[config.mk]
export PLATFORM = sky130hd
export DESIGN_NAME = fns_encoder_seq
export DESIGN_NICKNAME = d
export VERILOG_FILES = /design/src/rtl/fns_pkg.sv /design/src/rtl/fib_step_down.sv /design/src/rtl/fns_encoder_seq.sv
export SDC_FILE = /design/constraint.sdc
export NUM_CORES = 1
export LEC_CHECK = 0
export BUFFER_PORTS_ARGS = -buffer_cell sky130_fd_sc_hd__buf_2
export CAP_MARGIN = 5
export CORE_MARGIN = 8
export CORE_UTILIZATION = 25
export CTS_CLUSTER_SIZE = 14
export DETAILED_ROUTE_END_ITERATION = 16
export PLACE_DENSITY = 0.44
export SLEW_MARGIN = 20
export SYNTH_ARGS = -nofsm -noshare
export SYNTH_HDL_FRONTEND = slang
export SYNTH_HIERARCHICAL = 1
export SYNTH_SLANG_ARGS = --single-unit
export TNS_END_PERCENT = 30
[constraint.sdc]
create_clock -name clk -period 3.6 [get_ports clk]
set_clock_uncertainty 0.05 [all_clocks]
set_input_delay 0.36 -clock clk [delete_from_list [all_inputs] [get_ports clk]]
set_output_delay 0.36 -clock clk [all_outputs]
set_load 0.02 [all_outputs]
[src/rtl/fns_pkg.sv]
// Shared definitions for the Fibonacci-numeral-system (FNS) encoder.
//   fib(n)         : Fibonacci number with F(1) = F(2) = 1 (constant function).
//   fns_max(cw)    : largest value a cw-bit Zeckendorf codeword can hold, F(cw+2)-1.
//   bit_width(v)   : number of bits needed to hold the unsigned value v (min 1).
//   fns_state_t    : encoder FSM states.
package fns_pkg;

    typedef enum logic [1:0] {
        IDLE  = 2'd0,
        SHIFT = 2'd1,
        DONE  = 2'd2
    } fns_state_t;

    function automatic int fib(input int n);
        int a;
        int b;
        int t;
        a = 1;
        b = 1;
        for (int k = 3; k <= n; k++) begin
            t = a + b;
            a = b;
            b = t;
        end
        return (n <= 0) ? 0 : b;
    endfunction

    function automatic int fns_max(input int code_w);
        return fib(code_w + 2) - 1;
    endfunction

    function automatic int bit_width(input int v);
        int w;
        w = 1;
        while ((v >> w) != 0) begin
            w++;
        end
        return w;
    endfunction

endpackage

[src/rtl/fib_step_down.sv]
// One greedy Zeckendorf step with the Fibonacci weights stepped downward.
//   w_hi_i, w_lo_i : current weight F(k) and the one below it, F(k-1).
//   rem_i          : remainder still to be encoded.
//   bit_o          : 1 when the current weight is taken.
//   rem_o          : remainder after the optional subtraction.
//   w_hi_o, w_lo_o : weights for the next step, F(k-1) and F(k-2).
// Purely combinational, all arithmetic unsigned at WT_W bits.
module fib_step_down #(
    parameter int WT_W = 9
) (
    input  logic [WT_W-1:0] w_hi_i,
    input  logic [WT_W-1:0] w_lo_i,
    input  logic [WT_W-1:0] rem_i,
    output logic            bit_o,
    output logic [WT_W-1:0] rem_o,
    output logic [WT_W-1:0] w_hi_o,
    output logic [WT_W-1:0] w_lo_o
);

    always_comb begin
        bit_o  = (rem_i >= w_hi_i);
        rem_o  = bit_o ? (rem_i - w_hi_i) : rem_i;
        w_hi_o = w_lo_i;
        // F(k-2) = F(k) - F(k-1); wraps harmlessly on the last step.
        w_lo_o = w_hi_i - w_lo_i;
    end

endmodule

[src/rtl/fns_encoder_seq.sv]
// Sequential FNS encoder: one Zeckendorf code bit per clock, MSB first.
//   clk, rst        : clock and asynchronous active-high reset.
//   in_valid/ready  : input handshake; in_data/in_bypass sampled on accept.
//   out_valid/ready : output handshake; out_code/out_err held while stalled.
//   out_code        : codeword, or zero-extended raw data when out_err = 1.
//   out_err         : word was passed through (forced bypass or > MAX_VAL).
//   busy            : encoder is not idle.
module fns_encoder_seq
    import fns_pkg::*;
#(
    parameter int DATA_W = 8,
    parameter int CODE_W = 12
) (
    input  logic              clk,
    input  logic              rst,
    input  logic              in_valid,
    output logic              in_ready,
    input  logic [DATA_W-1:0] in_data,
    input  logic              in_bypass,
    output logic              out_valid,
    input  logic              out_ready,
    output logic [CODE_W-1:0] out_code,
    output logic              out_err,
    output logic              busy
);

    localparam int FHI_W = bit_width(fib(CODE_W + 1));
    localparam int WT_W  = ((DATA_W > FHI_W) ? DATA_W : FHI_W) + 1;
    localparam int IDX_W = (CODE_W > 1) ? $clog2(CODE_W) : 1;

    localparam logic [WT_W-1:0]  MAX_VAL   = WT_W'(fns_max(CODE_W));
    localparam logic [WT_W-1:0]  W_HI_INIT = WT_W'(fib(CODE_W + 1));
    localparam logic [WT_W-1:0]  W_LO_INIT = WT_W'(fib(CODE_W));
    localparam logic [IDX_W-1:0] IDX_INIT  = IDX_W'(CODE_W - 1);

    generate
        if (CODE_W < DATA_W || DATA_W < 2) begin : g_bad_params
            $error("fns_encoder_seq: need DATA_W >= 2 and CODE_W >= DATA_W");
        end
    endgenerate

    fns_state_t        state_q;
    logic [DATA_W-1:0] rem_q;
    logic [WT_W-1:0]   w_hi_q;
    logic [WT_W-1:0]   w_lo_q;
    logic [IDX_W-1:0]  idx_q;
    logic [CODE_W-1:0] code_q;
    logic              err_q;
    logic              valid_q;
    logic              ready_q;
    logic              busy_q;

    logic              step_bit;
    logic [WT_W-1:0]   step_rem;
    logic [WT_W-1:0]   step_w_hi;
    logic [WT_W-1:0]   step_w_lo;

    fib_step_down #(
        .WT_W (WT_W)
    ) u_step (
        .w_hi_i (w_hi_q),
        .w_lo_i (w_lo_q),
        .rem_i  (WT_W'(rem_q)),
        .bit_o  (step_bit),
        .rem_o  (step_rem),
        .w_hi_o (step_w_hi),
        .w_lo_o (step_w_lo)
    );

    always_ff @(posedge clk or posedge rst) begin
        if (rst) begin
            state_q <= IDLE;
            rem_q   <= '0;
            w_hi_q  <= '0;
            w_lo_q  <= '0;
            idx_q   <= '0;
            code_q  <= '0;
            err_q   <= 1'b0;
            valid_q <= 1'b0;
            ready_q <= 1'b1;
            busy_q  <= 1'b0;
        end else begin
            unique case (state_q)
                IDLE: begin
                    if (in_valid && ready_q) begin
                        ready_q <= 1'b0;
                        busy_q  <= 1'b1;
                        if (in_bypass || (WT_W'(in_data) > MAX_VAL)) begin
                            // Raw pass-through, ready on the very next cycle.
                            code_q  <= CODE_W'(in_data);
                            err_q   <= 1'b1;
                            valid_q <= 1'b1;
                            state_q <= DONE;
                        end else begin
                            rem_q   <= in_data;
                            w_hi_q  <= W_HI_INIT;
                            w_lo_q  <= W_LO_INIT;
                            idx_q   <= IDX_INIT;
                            code_q  <= '0;
                            err_q   <= 1'b0;
                            state_q <= SHIFT;
                        end
                    end
                end
                SHIFT: begin
                    code_q[idx_q] <= step_bit;
                    // Remainder never exceeds the input, so it fits DATA_W.
                    rem_q  <= step_rem[DATA_W-1:0];
                    w_hi_q <= step_w_hi;
                    w_lo_q <= step_w_lo;
                    if (idx_q == '0) begin
                        valid_q <= 1'b1;
                        state_q <= DONE;
                    end else begin
                        idx_q <= idx_q - 1'b1;
                    end
                end
                DONE: begin
                    if (out_ready) begin
                        valid_q <= 1'b0;
                        ready_q <= 1'b1;
                        busy_q  <= 1'b0;
                        state_q <= IDLE;
                    end
                end
                default: begin
                    state_q <= IDLE;
                end
            endcase
        end
    end

    // Greedy selection must consume the whole value by the last bit.
    a_rem_zero_at_exit: assert property (
        @(posedge clk) disable iff (rst)
        (state_q == SHIFT && idx_q == '0) |-> (step_rem == '0)
    );

    assign in_ready  = ready_q;
    assign out_valid = valid_q;
    assign out_code  = code_q;
    assign out_err   = err_q;
    assign busy      = busy_q;

endmodule

### After elaboration in Yosys (flattened, before gate mapping)

Cells that the tools add are included.

| word-level totals | value |
|---|---|
| register bits after elaboration | 48 |
| input port bits | 13 |
| output and inout port bits | 16 |
| word-level logic and storage cells | 78 |

| operators by class | value |
|---|---|
| $add $sub $neg | 3 |
| magnitude comparators | 4 |
| equality and inequality tests | 9 |
| multiplexer cells | 36 |
| reduce and logical (&&, ||, !) cells | 16 |

Operators by type and width:

| cell | number |
|---|---|
| $mux 9 | 4 |
| $pmux 9 s2 | 2 |
| $mux 8 | 4 |
| $pmux 12 s2 | 1 |
| $pmux 8 s2 | 1 |
| $ne 2x2->1 const B | 7 |
| $bwmux 12 | 1 |
| $mux 12 | 1 |
| $mux 4 | 3 |
| $ge 8x9->1 | 1 |
| $gt 8x9->1 const B | 1 |
| $mux 1 | 9 |
| $reduce_and 3->1 | 3 |
| $sub 9x9->9 | 1 |
| $mux 2 | 4 |
| $pmux 4 s2 | 1 |
| $reduce_and 4->1 | 2 |
| $sub 8x8->8 | 1 |
| $pmux 2 s3 | 1 |
| $lt 4x5->1 const B | 1 |
| $reduce_and 5->1 | 1 |
| $demux 1 s4 | 1 |
| $ge 4x1->1 const B | 1 |
| $logic_not 4->1 | 1 |
| other kinds (11) | 15 |

### Longest topological paths before layout

| logic depth | value |
|---|---|
| depth after elaboration | 6 |
| depth in mapped cells | 10 |

### Modules after synthesis

Netlist, hierarchy kept.

By module, submodules not included:

| module | instances | cells each | area an instance (um^2) | sequential area each (um^2) |
|---|---|---|---|---|
| fns_encoder_seq | 1 | 242 | 2662.6 | 1202.4 |
| fib_step_down | 1 | 131 | 1014.7 | 0.0 |

### Worst setup path after synthesis

No wires, ideal clock.

| path | value |
|---|---|
| path kind | reg-to-reg |
| start point | register w_hi_q[6] |
| end point | register rem_q[4] |
| library setup time | 0.125 ns |
| data arrival time | 2.481 ns |
| required time | 3.425 ns |
| slack | 0.944 ns |
| stages on the path, launching flop included | 10 |
| path buffers | 0 |
| path through | dfrtp_1 -> inv_1 -> ha_1 -> a211o_1 -> a211o_1 -> a31oi_4 -> o22ai_4 -> mux2_4 -> mux2_2 -> mux2_2 |

| on the way | value |
|---|---|
| word-level cells in the longest chain between the ends | 3 |

RTL lines:

| item | line | RTL |
|---|---|---|
| from (decl) | fns_encoder_seq.sv:44 | `logic [WT_W-1:0] w_hi_q;` |
| from (signal assigned) | fns_encoder_seq.sv:109 | `w_hi_q <= step_w_hi;` |
| $ge 8x9->1 | fib_step_down.sv:21 | `bit_o = (rem_i >= w_hi_i);` |
| net step_bit | fns_encoder_seq.sv:53 | `logic step_bit;` |
| $ne 2x2->1 (no source line) | - |  |
| $reduce_and 4->1 (no source line) | - |  |
| to (signal assigned) | fns_encoder_seq.sv:95 | `rem_q <= in_data;` |
| to (signal assigned) | fns_encoder_seq.sv:108 | `rem_q <= step_rem[DATA_W-1:0];` |
| to (decl) | fns_encoder_seq.sv:43 | `logic [DATA_W-1:0] rem_q;` |

The timed path passes the listed nets, and every way through them passes these cells.
A chain may end at the register's enable or synchronous reset.

### Worst setup path after layout

Same ends and word-level chain as after synthesis.

==> reports/results.tsv <==
stage	metric	value	unit
sta	rsz0062_at_grt	false	
setup_path	cp_max_fo	10	
layout	final_common_cell	inv_1	
detailed_routing	first_iter_violations	133	
detailed_routing	first_pass_iters	4	
sta	period_needed	2740	ps
sta	hold_ws	95.9	ps
layout	finish.utilization	28.1	%
clocking	cts_tree	yes	
sta	slew_headroom	54.8	%
setup_path	r2r_setup_slack	860	ps
placement	gp_congestion	0.787	
sta	fin_ws	861	ps
detailed_routing	top_layer_used	met4	
grt	grt_max_degree	31	
clocking	cts_setup_buffers	0	
sta	tns	0	ps
grt	antenna_found_initial	0	
detailed_routing	viasPerCell	4.69	
outcome	status	finished, final reports clean	
setup_path	startpoint	w_hi_q[6]$_DFFE_PP0P_	
layout	fin_nets	421	
detailed_routing	finalWirelength	8810	um
sta	hold_violations	0	
detailed_routing	vias	2655	
setup_path	reg2reg_depth	9	
clocking	clock_latency	300	ps
die	fp-row-count	44	
detailed_routing	wire_per_inst	15.6	um
die	pin_count	29	
setup_path	worstReg2RegStart	w_hi_q[6]$_DFFE_PP0P_	
sta	setup_viol	0	
grt	grt_pass1_wl	14700	um
grt	grt_remaining_overflow	0	
sta	final-max-slew-violation-count	0	
sta	tightest_slew	677	ps
synthesis	synth_area	3640	um^2
detailed_routing	wirelength_met1	3920	um
clocking	cts_buffer_depth	2	
die	start_util	25.3	%
synthesis	synth_area_per_cell	9.89	um^2
placement	dp.final_hpwl	6640	um
layout	layout_common_cells	48 x inv_1, 47 x dfrtp_1, 29 x mux2_2, 28 x buf_2, 25 x ha_1	
job	cap_violations	0	
power	irDropWorstVdd	0.000214	V
clocking	cts_buffers	5	
synthesis	syn-instance-count	368	
sta	fmax	0.365	GHz
die	fp.dieArea	18700	um^2
die	core-area	14400	um^2
grt	grt_pass1_vias	2759	
layout	area_growth	11.0	%
setup_path	critPathLaunchType	register	
detailed_routing	drc_errors	0	
placement	post-place-ws	842	ps
die	die_h	137	um
clocking	root_buffer	clkbuf_16	
setup_path	end_kind	register	
setup_path	arrival	2880	ps
setup_path	endpoint	rem_q[4]$_DFFE_PP0P_	
placement	portBuffers	28	
setup_path	cp.required	3740	ps
clocking	ctsHoldBuffers	0	
clocking	cts_htree_levels	2	
power	pwr_density_cell	949	nW/um^2
setup_path	critical_path_class	register to register	
synthesis	syn_nets	408	
layout	nFillCells	1510	
layout	layout-drive-gt1-share	23.3	%
synthesis	yosysWarnings	6	
detailed_routing	drtAntennaViolNets	0	
clocking	cts_sinks	48	
detailed_routing	met3_length	350	um
setup_path	reg2reg_to	rem_q[4]$_DFFE_PP0P_	
power	leakagePower	1.76	nW
clocking	cts-resized-gates	0	
clocking	clk_pin_slew_worst_paths	70	ps
sta	period_share	76.1	%
power	totalPowerFinal	0.00384	W
die	die_x	137	um
grt	gr-usage-all-layers	10.2	%
detailed_routing	wl_met2	4420	um
min_path	min_path_type	input port to async pin	
layout	diodes	0	
sequential cells by signal (all words and copies together), names as in the netlist:
| signal | cells |
|---|---|
| state_q | 2 |
| out_valid | 1 |
| out_err | 1 |
| in_ready | 1 |
| busy | 1 |
| out_code | 12 |
| idx_q | 4 |
| rem_q | 8 |
| w_lo_q | 9 |
| w_hi_q | 9 |
critical path, stage by stage (launching register included):
cell     delay, ps
dfrtp_1        370
inv_1           50
ha_1           310
a211o_1        330
a211o_1        310
a31oi_4        170
o22ai_4        180
mux2_4         340
mux2_2         260
mux2_2         260
routing by layer:
metal / vias to the layer above / GRT usage [%]
li1: 1299 / -
met1: 1306 / 12.0
met2: 41 / 18.0
met3: 9 / 2.02
met4: 0 / 3.66
met5: - / 0
report_power, final:
part / switching (W) / total, W / internal, W
Combinational: 0.00125 / 0.00240 / 0.00115
Clock: 0.000223 / 0.000502 / 0.000278
Sequential: 0.000179 / 0.000934 / 0.000755
Total: 0.00165 / 0.00384 / 0.00218
through the flow:
step | std cells | instance area, um^2
2_1_floorplan | 368 | 3640
3_3_place_gp | 558 | 3890
3_5_place_dp | 558 | 3890
4_1_cts | 566 | 4040
5_1_grt | 566 | 4040
6_report | 566 | 4040
cell type report:
type / instances / area [um^2] / area share (%)
multi-input cells: 245 / 2100 / 52.0
flip-flops and latches: 48 / 1200 / 29.8
well taps: 184 / 230 / 5.70
inverters: 49 / 184 / 4.55
repair buffers: 32 / 170 / 4.21
clock buffers: 6 / 139 / 3.44
clock inverters: 2 / 13.8 / 0.341
worst min path at each step:
stage / from / end / slack [ps] / cells after the start
floorplan: rem_q[0]$_DFFE_PP0P_ / rem_q[0]$_DFFE_PP0P_ / 430 / 1
global placement: out_err$_DFFE_PP0P_ / out_err$_DFFE_PP0P_ / 440 / 1
detailed placement: out_code[10]$_DFFE_PP0P_ / out_code[10]$_DFFE_PP0P_ / 440 / 1
CTS: rst / out_code[10]$_DFFE_PP0P_ / 140 / 2
global route: rst / out_code[8]$_DFFE_PP0P_ / 170 / 2
finish: rst / out_code[8]$_DFFE_PP0P_ / 100 / 2
No activity file was read; power rests on OpenSTA's default activity.
